## src/rtl/serial_pkg.sv

```systemverilog
// +----------------------------------------------------------------------+
// | serial_pkg: shared types/constants for the single-wire serial link    |
// | rev 1.0                                                               |
// +----------------------------------------------------------------------+
`default_nettype none

package serial_pkg;

  typedef enum logic [2:0] {
    IDLE = 3'd0,
    PRE  = 3'd1,
    DATA = 3'd2,
    PAR  = 3'd3,
    GAP  = 3'd4
  } tx_state_t;

  // Sync pattern shared with the receive-side detector.
  localparam logic [2:0] SYNC_PATTERN = 3'b101;

endpackage

`default_nettype wire

```

## src/rtl/frame_tx_if.sv

```systemverilog
// +----------------------------------------------------------------------+
// | frame_tx_if: valid/ready payload handshake into the frame transmitter |
// | rev 1.0                                                               |
// +----------------------------------------------------------------------+
`default_nettype none

interface frame_tx_if #(
  parameter int DATA_W = 8
) ();

  logic [DATA_W-1:0] data_in;
  logic              valid;
  logic              ready;

  modport master (output data_in, output valid, input ready);
  modport slave  (input data_in, input valid, output ready);

endinterface

`default_nettype wire

```

## src/rtl/frame_tx.sv

```systemverilog
// +----------------------------------------------------------------------+
// | frame_tx: serialises preamble, MSB-first payload, even parity, guard 0 |
// | rev 1.0                                                               |
// +----------------------------------------------------------------------+
`default_nettype none

module frame_tx
  import serial_pkg::*;
#(
  parameter int                DATA_W   = 8,
  parameter int                PRE_W    = 3,
  parameter logic [PRE_W-1:0]  PREAMBLE = PRE_W'(SYNC_PATTERN)
) (
  input  logic       clk,
  input  logic       rst_n,
  frame_tx_if.slave  tx,
  output logic       dout,
  output logic       busy,
  output logic       frame_end
);

  localparam int MAX_W = (DATA_W > PRE_W) ? DATA_W : PRE_W;
  localparam int CNT_W = (MAX_W > 1) ? $clog2(MAX_W) : 1;

  localparam logic [CNT_W-1:0] C_CNT_PRE  = CNT_W'(PRE_W - 1);
  localparam logic [CNT_W-1:0] C_CNT_DATA = CNT_W'(DATA_W - 1);

  tx_state_t         state_q;
  logic [CNT_W-1:0]  cnt_q;
  logic [DATA_W-1:0] sh_q;
  logic              par_q;
  logic              dout_q;

  logic [CNT_W-1:0]  w_cnt_dec;
  logic [PRE_W-1:0]  w_pre_shift;
  logic [DATA_W-1:0] w_sh_next;

  assign w_cnt_dec   = cnt_q - 1'b1;
  assign w_pre_shift = PREAMBLE >> w_cnt_dec;
  assign w_sh_next   = {sh_q[DATA_W-2:0], 1'b0};

  // dout is registered one step ahead: each edge loads the bit that the
  // state being entered must present, so the line has no input path.
  always_ff @(posedge clk or negedge rst_n) begin
    if (!rst_n) begin
      state_q <= IDLE;
      cnt_q   <= '0;
      sh_q    <= '0;
      par_q   <= 1'b0;
      dout_q  <= 1'b0;
    end else begin
      case (state_q)
        IDLE: begin
          if (tx.valid) begin
            sh_q    <= tx.data_in;
            par_q   <= ^tx.data_in;
            cnt_q   <= C_CNT_PRE;
            dout_q  <= PREAMBLE[PRE_W-1];
            state_q <= PRE;
          end else begin
            dout_q  <= 1'b0;
          end
        end
        PRE: begin
          if (cnt_q == '0) begin
            cnt_q   <= C_CNT_DATA;
            dout_q  <= sh_q[DATA_W-1];
            sh_q    <= w_sh_next;
            state_q <= DATA;
          end else begin
            cnt_q   <= w_cnt_dec;
            dout_q  <= w_pre_shift[0];
          end
        end
        DATA: begin
          if (cnt_q == '0) begin
            dout_q  <= par_q;
            state_q <= PAR;
          end else begin
            cnt_q   <= w_cnt_dec;
            dout_q  <= sh_q[DATA_W-1];
            sh_q    <= w_sh_next;
          end
        end
        PAR: begin
          dout_q  <= 1'b0;
          state_q <= GAP;
        end
        GAP: begin
          dout_q  <= 1'b0;
          state_q <= IDLE;
        end
        default: begin
          dout_q  <= 1'b0;
          state_q <= IDLE;
        end
      endcase
    end
  end

  assign tx.ready  = (state_q == IDLE);
  assign dout      = dout_q;
  assign busy      = (state_q != IDLE);
  assign frame_end = (state_q == GAP);

endmodule

`default_nettype wire

```

## src/flat_wrapper.sv

```systemverilog
// flat-port wrapper written by rule: the top's interface ports become plain ports
module frame_tx_flat import serial_pkg::*;
#(
  parameter int                DATA_W   = 8,
  parameter int                PRE_W    = 3,
  parameter logic [PRE_W-1:0]  PREAMBLE = PRE_W'(SYNC_PATTERN)
)
  (clk, rst_n, dout, busy, frame_end, tx_data_in, tx_valid, tx_ready);
  frame_tx_if #(.DATA_W(DATA_W)) tx_i ();
  input  logic clk;
  input  logic rst_n;
  output logic dout;
  output logic busy;
  output logic frame_end;
  input wire logic [$bits(tx_i.data_in)-1:0] tx_data_in;
  input wire logic [$bits(tx_i.valid)-1:0] tx_valid;
  output wire logic [$bits(tx_i.ready)-1:0] tx_ready;
  assign tx_i.data_in = tx_data_in;
  assign tx_i.valid = tx_valid;
  assign tx_ready = tx_i.ready;
  frame_tx #(.DATA_W(DATA_W), .PRE_W(PRE_W), .PREAMBLE(PREAMBLE)) u_core (.clk(clk), .rst_n(rst_n), .tx(tx_i), .dout(dout), .busy(busy), .frame_end(frame_end));
endmodule
```

## config.mk

```make
export PLATFORM = sky130hd
export DESIGN_NAME = frame_tx_flat
export DESIGN_NICKNAME = d
export VERILOG_FILES = /design/src/rtl/serial_pkg.sv /design/src/rtl/frame_tx_if.sv /design/src/rtl/frame_tx.sv /design/src/flat_wrapper.sv
export SDC_FILE = /design/constraint.sdc
export NUM_CORES = 1
export LEC_CHECK = 0
export ABC_AREA = 0
export ABC_CLOCK_PERIOD_IN_PS = 5100
export CORE_MARGIN = 2
export CORE_UTILIZATION = 50
export DETAILED_ROUTE_END_ITERATION = 7
export HOLD_SLACK_MARGIN = 0.1
export PLACE_DENSITY = 0.87
export SLEW_MARGIN = 10
export SYNTH_ARGS = -nofsm -noshare
export SYNTH_HDL_FRONTEND = slang
export SYNTH_SLANG_ARGS = --single-unit
```

## constraint.sdc

```tcl
create_clock -name clk -period 5.1 [get_ports clk]
set_input_delay 0.51 -clock clk [delete_from_list [all_inputs] [get_ports clk]]
set_output_delay 0.51 -clock clk [all_outputs]
set_load 0.1 [all_outputs]
```

==> results by group, run 1 <==
Floorplan
  – Die height: 48.72 µm
  – Core ar.: 1922 µm²
  – Row count: 16
  – Initial Util: 52.02%
  – I/O pins: 15
  – Chip Width: 48.72 µm
  – Die ar.: 2373 µm²

Synthesis
  – Yosys top cell by area: dfrtp_1
  – Most instantiated cells after synthesis: dfrtp_1 (16), nor2_1 (15), mux2i_1 (8)
  – Main area contributors after synthesis: dfrtp_1 (40%), mux2i_1 (8.0%), xnor2_1 (6.1%)
  – Async S/R FF share, synth: 100.0%
  – Yosys top cell area share: 40.05%
  – Post-synth top flop: dfrtp_1
  – Syn nets: 116
  – Most frequent cell after synthesis: dfrtp_1
  – Sequential area share after synthesis: 40.05%
  – Flop and latch count out of synthesis: 16
  – EDFF count, synth: 0
  – Syn_area_per_cell: 9.706 µm²
  – Post-synthesis adder-cell area fraction: 2.503%
  – Number of library cell types mapped by synthesis: 33
  – Post-Synthesis Cells: 103
  – Post-synthesis simple-gate area fraction: 19.40%
  – Multiplexer share of the synthesized area: 8.010%
  – Mapped cell area: 999.7 µm²
  – Largest family of logic cells by synthesized area: simple AND/OR/NAND/NOR gates
  – Compound-gate portion of the synthesized area: 18.02%
  – Warnings, synthesis: 0
  – Post-Synth XOR/XNOR Area: 6.133%

Global route
  – All-Layer GR Usage: 18.55%
  – Initial antenna violation count: 0
  – GRT overflow: 0
  – First-pass GRT wire length: 3401 µm
  – Vias in the first global route: 818
  – Largest net degree at the start of global routing: 17

Power
  – Gate power share: 59.4%
  – Leakage Power: 0.4955 nW
  – Seq pwr share: 30.4%
  – P_int: 429.4 µW
  – Sw Share: 48.61%
  – Clock power frac: 10.1%
  – Switching power: 406.2 µW
  – Pwr dens: 712.0 nW/µm²
  – VDD IR max: 358.1 µV

Routing
  – Number of routed nets with antenna violations: 0
  – Met3 wire len: 90 µm
  – Final wirelength: 1923 µm
  – Drt via density: 5.410
  – Top Layer Used: met4
  – Via count: 779
  – First-pass detailed-route iteration total: 2
  – Number of DRC markers in iteration 0: 1
  – WL per Instance: 13.35 µm
  – Met1 WL: 824 µm
  – DRC viols: 0
  – Met2 routed WL: 998 µm

Critical path
  – R2R depth: 5
  – Max Fanout on Critical Path: 12
  – Slowest CP cell: clkdlybuf4s50_1
  – WP data arrival: 2.42 ns
  – Worst setup EP type: output port
  – CP Launch Point: u_core.state_q[0]$_DFFE_PN0P_
  – Worst EP required: 4.59 ns
  – Critical path class: reg -> out
  – R2R Path Start: u_core.cnt_q[0]$_DFFE_PN0P_
  – CP Launch Type: register
  – Critical-path cell list: nor3_1, clkdlybuf4s50_1
  – Max stage delay on crit path: 1.20 ns

Finish
  – Area occupied by multi-input gates: 540.5 µm²
  – # nets final: 131
  – Share of layout cells above drive strength 1: 10.26%
  – # fillers: 166
  – Sequential cell area: 400.4 µm²
  – Synth-to-layout area growth: 17.40%
  – # diodes: 0

STA
  – Slew Limit Fails: 0
  – Clock Skew: 0.004391 ns
  – Hold_ws: 0.5056 ns
  – Worst-margin pin slew: 0.9683 ns
  – RSZ-0062 raised after global routing: no
  – Final setup fails: 0
  – Hold Fails Final Rpt: 0
  – Final period utilization: 57.55%
  – F_max: 340.7 MHz
  – Rel. slew slack: 35.24%
  – Setup TNS: 0 ns
  – Final min period: 2.935 ns

Hold path
  – Hold Startpoint: u_core.cnt_q[1]$_DFFE_PN0P_
  – Hold Crit Depth: 1
  – Hold Path Class: reg -> reg

CTS
  – Clock-pin transition on the worst setup and hold timing paths: 0.10 ns
  – Clk_lat worst skew: 0.29 ns
  – CTS tree: yes
  – Cts repair resizes: 0
  – TritonCTS Buffers: 3
  – CTS Hold Bufs: 0
  – H-Tree Level Count: 1
  – Root buf cell: clkbuf_4
  – Setup Fix Bufs, Post-CTS: 0
  – Clk buf depth: 2
  – CTS sink count: 16

Outcome
  – Outcome: finished clean

Place
  – Final HPWL DP: 1409 µm
  – PortBufs: 14
  – Placer Congestion: 0.8343

Flow run
  – Max_cap viols: 0
-- cell families after synthesis --
group                    after synthesis
AND/OR/NAND/NOR                       37
AO/OA/AOI/OAI                         23
flip-flops                            16
adder cells (fa/ha/maj)                2
multiplexers                           8
buffers and inverters                 10
XOR/XNOR                               7
-- power by group through the flow --
stage	logic, mW	clock network (mW)	registers (mW)
global placement	0.487	0	0.249
CTS	0.503	0.0892	0.252
finish	0.497	0.0848	0.254
global route	0.544	0.0959	0.263
floorplan	0.430	0	0.246
detailed placement	0.499	0	0.255
-- final cells by class --
type                       instances  area share (%)
multi-input combinational         77           46.06
inverter                           6           1.919
timing repair buffer              14           11.94
tap                               27           2.878
sequential                        16           34.12
clock buffer                       4           3.092
-- routing by layer --
metal	vias to the layer above	track usage (%)
met5	-	0
met4	0	9.524
met3	2	5.247
met2	19	33.33
met1	371	19.56
li1	387	-
-- critical path: cells and delay by family (launching register included) --
family / cells / cell delay [ns]
and+or+nand+nor: 1 / 0.38
buffers and inverters: 1 / 1.20
DFF: 1 / 0.54
-- sequential cells by signal, summed over array words and instances (netlist names) --
register        cells
u_core.cnt_q        3
u_core.dout         1
u_core.par_q        1
u_core.sh_q         8
u_core.state_q      3
-- path summary, 6_finish.rpt --
kind / endpoint / slack [ns]
worst max-delay path: tx_ready / 2.17
worst min-delay path: u_core.cnt_q[1]$_DFFE_PN0P_ / 0.51
worst max register to register: u_core.sh_q[0]$_DFFE_PN0P_ / 3.05
worst min register to register: u_core.cnt_q[1]$_DFFE_PN0P_ / 0.51
max in group asynchronous: u_core.par_q$_DFFE_PN0P_ / 3.99
min in group asynchronous: u_core.cnt_q[1]$_DFFE_PN0P_ / 0.65
-- stage by stage --
| step | power (mW) | util, % | instances | instance area [µm²] | setup slack (ns) |
|---|---|---|---|---|---|
| detailed placement | 0.7534 | 59.18 | 140 | 1137 | 2.525 |
| global placement | 0.7364 | 59.18 | 140 | 1137 | 2.558 |
| CTS | 0.8440 | 61.07 | 144 | 1174 | 2.186 |
| global route | 0.9029 | 61.07 | 144 | 1174 | 2.035 |
| floorplan | 0.6758 | - | 103 | 999.7 | 0.5660 |
| finish | 0.8357 | 61.07 | 144 | 1174 | 2.165 |
-- cell usage in the layout, fill, tap and decap left out, drive strengths merged, types with 2 or more instances in the layout --
| cell type | synthesis | final |
|---|---|---|
| a2111oi | 2 | 2 |
| a21oi | 10 | 10 |
| xnor2 | 7 | 7 |
| clkbuf | 1 | 4 |
| clkdlybuf4s50 | 0 | 14 |
| o21a | 2 | 2 |
| nand2b | 3 | 3 |
| inv | 6 | 6 |
| nor3 | 4 | 4 |
| ha | 2 | 2 |
| nor2 | 15 | 15 |
| mux2i | 8 | 8 |
| dfrtp | 16 | 16 |
| nand3 | 3 | 3 |
| nand2 | 6 | 6 |
| o21ai | 4 | 4 |
Note: power is estimated with default switching activity, not from simulation.
==> run 2, diff against run 1 <==
- ABC_CLOCK_PERIOD_IN_PS: 5100 -> 2550
- CORE_UTILIZATION: 50 -> 47
- PLACE_DENSITY: 0.87 -> 0.86
- clock period: 5.1 -> 2.55 ns (I/O delays scaled with it)
==> results by group, run 2 (same netlist as run 1, synthesis figures left out) <==
Outcome
  – Outcome: finished clean (unchanged)

STA
  – F_max: 555.5 MHz
  – Final setup fails: 0 (unchanged)
  – Final min period: 1.800 ns
  – Setup ws final: 0.7499 ns (was 2.165 ns)
  – Slew Limit Fails: 0 (unchanged)
  – Final period utilization: 70.59%
  – Worst-margin pin slew: 0.7152 ns (was 0.9683 ns)
  – Rel. slew slack: 52.17% (was 35.24%)
  – RSZ-0062 raised after global routing: no (unchanged)
  – Hold Fails Final Rpt: 0 (unchanged)
  – Hold_ws: 0.3916 ns (was 0.5056 ns)
  – Clock Skew: 0.004690 ns (was 0.004391 ns)

Power
  – Clock power frac: 9.9% (was 10.1%)
  – Seq pwr share: 30.6% (was 30.4%)
  – Leakage Power: 0.5076 nW (was 0.4955 nW)
  – Sw Share: 48.39% (was 48.61%)
  – Gate power share: 59.5% (was 59.4%)
  – Pwr dens: 1420 nW/µm² (was 712.0 nW/µm²)
  – VDD IR max: 830.0 µV (was 358.1 µV)
  – Overall Power: 1.678 mW (was 835.7 µW)
  – Switching power: 811.9 µW (was 406.2 µW)
  – P_int: 865.9 µW (was 429.4 µW)

Routing
  – Number of DRC markers in iteration 0: 6 (was 1)
  – Final wirelength: 1819 µm (was 1923 µm)
  – Drt via density: 5.283 (was 5.410)
  – Via count: 766 (was 779)
  – Number of routed nets with antenna violations: 0 (unchanged)
  – DRC viols: 0 (unchanged)
  – WL per Instance: 12.54 µm (was 13.35 µm)
  – First-pass detailed-route iteration total: 4 (was 2)

Critical path
  – Endpoint of the worst register-to-register path: u_core.cnt_q[2]$_DFFE_PN0P_ (was u_core.sh_q[0]$_DFFE_PN0P_)
  – Max stage delay on crit path: 0.65 ns (was 1.20 ns)
  – Critical path class: reg -> out (unchanged)
  – R2R Path Start: u_core.cnt_q[0]$_DFFE_PN0P_ (unchanged)
  – R2R depth: 6 (was 5)
  – Max Fanout on Critical Path: 11 (was 12)
  – Critical-path cell list: inv_1, nor3_2, buf_4 (was nor3_1, clkdlybuf4s50_1)
  – CP Launch Type: register (unchanged)
  – Worst EP required: 2.30 ns (was 4.59 ns)
  – WP data arrival: 1.55 ns (was 2.42 ns)
  – Slowest CP cell: dfrtp_1 (was clkdlybuf4s50_1)
  – Reg2Reg Setup Slack: 0.76 ns (was 3.05 ns)
  – Worst setup EP type: output port (unchanged)

CTS
  – TritonCTS Buffers: 3 (unchanged)
  – Cts repair resizes: 0 (unchanged)
  – H-Tree Level Count: 1 (unchanged)
  – Clock-pin transition on the worst setup and hold timing paths: 0.09 ns (was 0.10 ns)
  – Clk buf depth: 2 (unchanged)
  – CTS tree: yes (unchanged)
  – Setup Fix Bufs, Post-CTS: 0 (unchanged)
  – CTS sink count: 16 (unchanged)
  – Root buf cell: clkbuf_4 (unchanged)
  – CTS Hold Bufs: 0 (unchanged)
  – Clk_lat worst skew: 0.28 ns (was 0.29 ns)

Finish
  – Top reg by flops: u_core.sh_q (unchanged)
  – Commonest non-fill, non-tap cell in the layout: dfrtp_1 (unchanged)
  – Most frequent cells in the layout: dfrtp_1 (16), nor2_1 (15), clkdlybuf4s50_1 (10) (was dfrtp_1 (16), nor2_1 (15), clkdlybuf4s50_1 (14))
  – Final cell utilization of the core: 59.60% (was 61.07%)
  – Largest register FFs: 8 (unchanged)
  – # diodes: 0 (unchanged)
  – Synth-to-layout area growth: 18.15% (was 17.40%)
  – Share of layout cells above drive strength 1: 16.10% (was 10.26%)
  – # nets final: 132 (was 131)
  – Final instance area: 1181 µm² (was 1174 µm²)
  – Biggest regs: u_core.sh_q (8), u_core.cnt_q (3), u_core.state_q (3) (unchanged)

Floorplan
  – Row count: 16 (unchanged)
  – Initial Util: 50.44% (was 52.02%)
  – Chip Width: 50.12 µm (was 48.72 µm)
  – I/O pins: 15 (unchanged)
  – Die ar.: 2512 µm² (was 2373 µm²)
  – Die height: 50.12 µm (was 48.72 µm)
  – Core ar.: 1982 µm² (was 1922 µm²)

Place
  – Placer Congestion: 0.7842 (was 0.8343)
  – Pre-CTS setup slack: 0.7489 ns (was 2.525 ns)
  – Placed Area: 1145 µm² (was 1137 µm²)
  – PortBufs: 14 (unchanged)
  – Final HPWL DP: 1392 µm (was 1409 µm)

Global route
  – Initial antenna violation count: 0 (unchanged)
  – All-Layer GR Usage: 16.42% (was 18.55%)
  – Vias in the first global route: 739 (was 818)
  – First-pass GRT wire length: 3063 µm (was 3401 µm)
  – Largest net degree at the start of global routing: 17 (unchanged)
  – GRT overflow: 0 (unchanged)

Hold path
  – Hold Path Class: in -> async (was reg -> reg)

Flow run
  – Max_cap viols: 0 (unchanged)
run 2: changes by cell type in the layout (fill, tap and decap cells not counted):
cell and delta:
buf_4 +5, clkdlybuf4s50_1 -4, nor3_1 -2, nor3_2 +2
run 2: worst max path at each step:
stage                                  start                           to  slack [ns]  cells past startpoint
2_1_floorplan  u_core.state_q[2]$_DFFE_PN0P_                         busy       -0.46                      3
3_3_place_gp     u_core.cnt_q[0]$_DFFE_PN0P_  u_core.cnt_q[1]$_DFFE_PN0P_        0.83                      6
3_5_place_dp     u_core.cnt_q[0]$_DFFE_PN0P_  u_core.cnt_q[2]$_DFFE_PN0P_        0.75                      6
4_1_cts        u_core.state_q[2]$_DFFE_PN0P_                    frame_end        0.72                      3
5_1_grt          u_core.cnt_q[0]$_DFFE_PN0P_  u_core.cnt_q[2]$_DFFE_PN0P_        0.56                      6
6_report       u_core.state_q[2]$_DFFE_PN0P_                    frame_end        0.75                      3
run 2: power by group through the flow:
stage                     Clock [mW]  Sequential (mW)  Combinational, mW
after floorplan                    0            0.492              0.869
after global placement             0            0.510              0.973
after detailed placement           0            0.518               1.01
after CTS                      0.174            0.515               1.01
after global routing           0.186            0.535               1.10
final                          0.166            0.514              0.998
run 2: per-stage QoR:
step           std cells  TNS [ns]
2_1_floorplan        103   -0.4602
3_3_place_gp         141         0
3_5_place_dp         141         0
4_1_cts              145         0
5_1_grt              145         0
6_report             145         0
run 2: area by class of cell:
type / instances / area (µm²)
Fill cell: 180 / 800.8
Clock buffer: 4 / 36.28
Inverter: 6 / 22.52
Tap cell: 27 / 33.78
Multi-Input combinational cell: 77 / 550.5
Timing Repair Buffer: 15 / 137.6
Sequential cell: 16 / 400.4
run 2: layer usage:
metal	GRT usage, %	share of wire [%]
met4	5.556	0.55
met1	17.47	45
met3	3.636	4.5
met2	31.14	50
met5	0	0
run 2: critical path: cells and delay by family (launching register included):
family	cells	cell delay [ns]
AND/OR/NAND/NOR	1	0.13
flip-flops	1	0.65
buffers and inverters	2	0.49
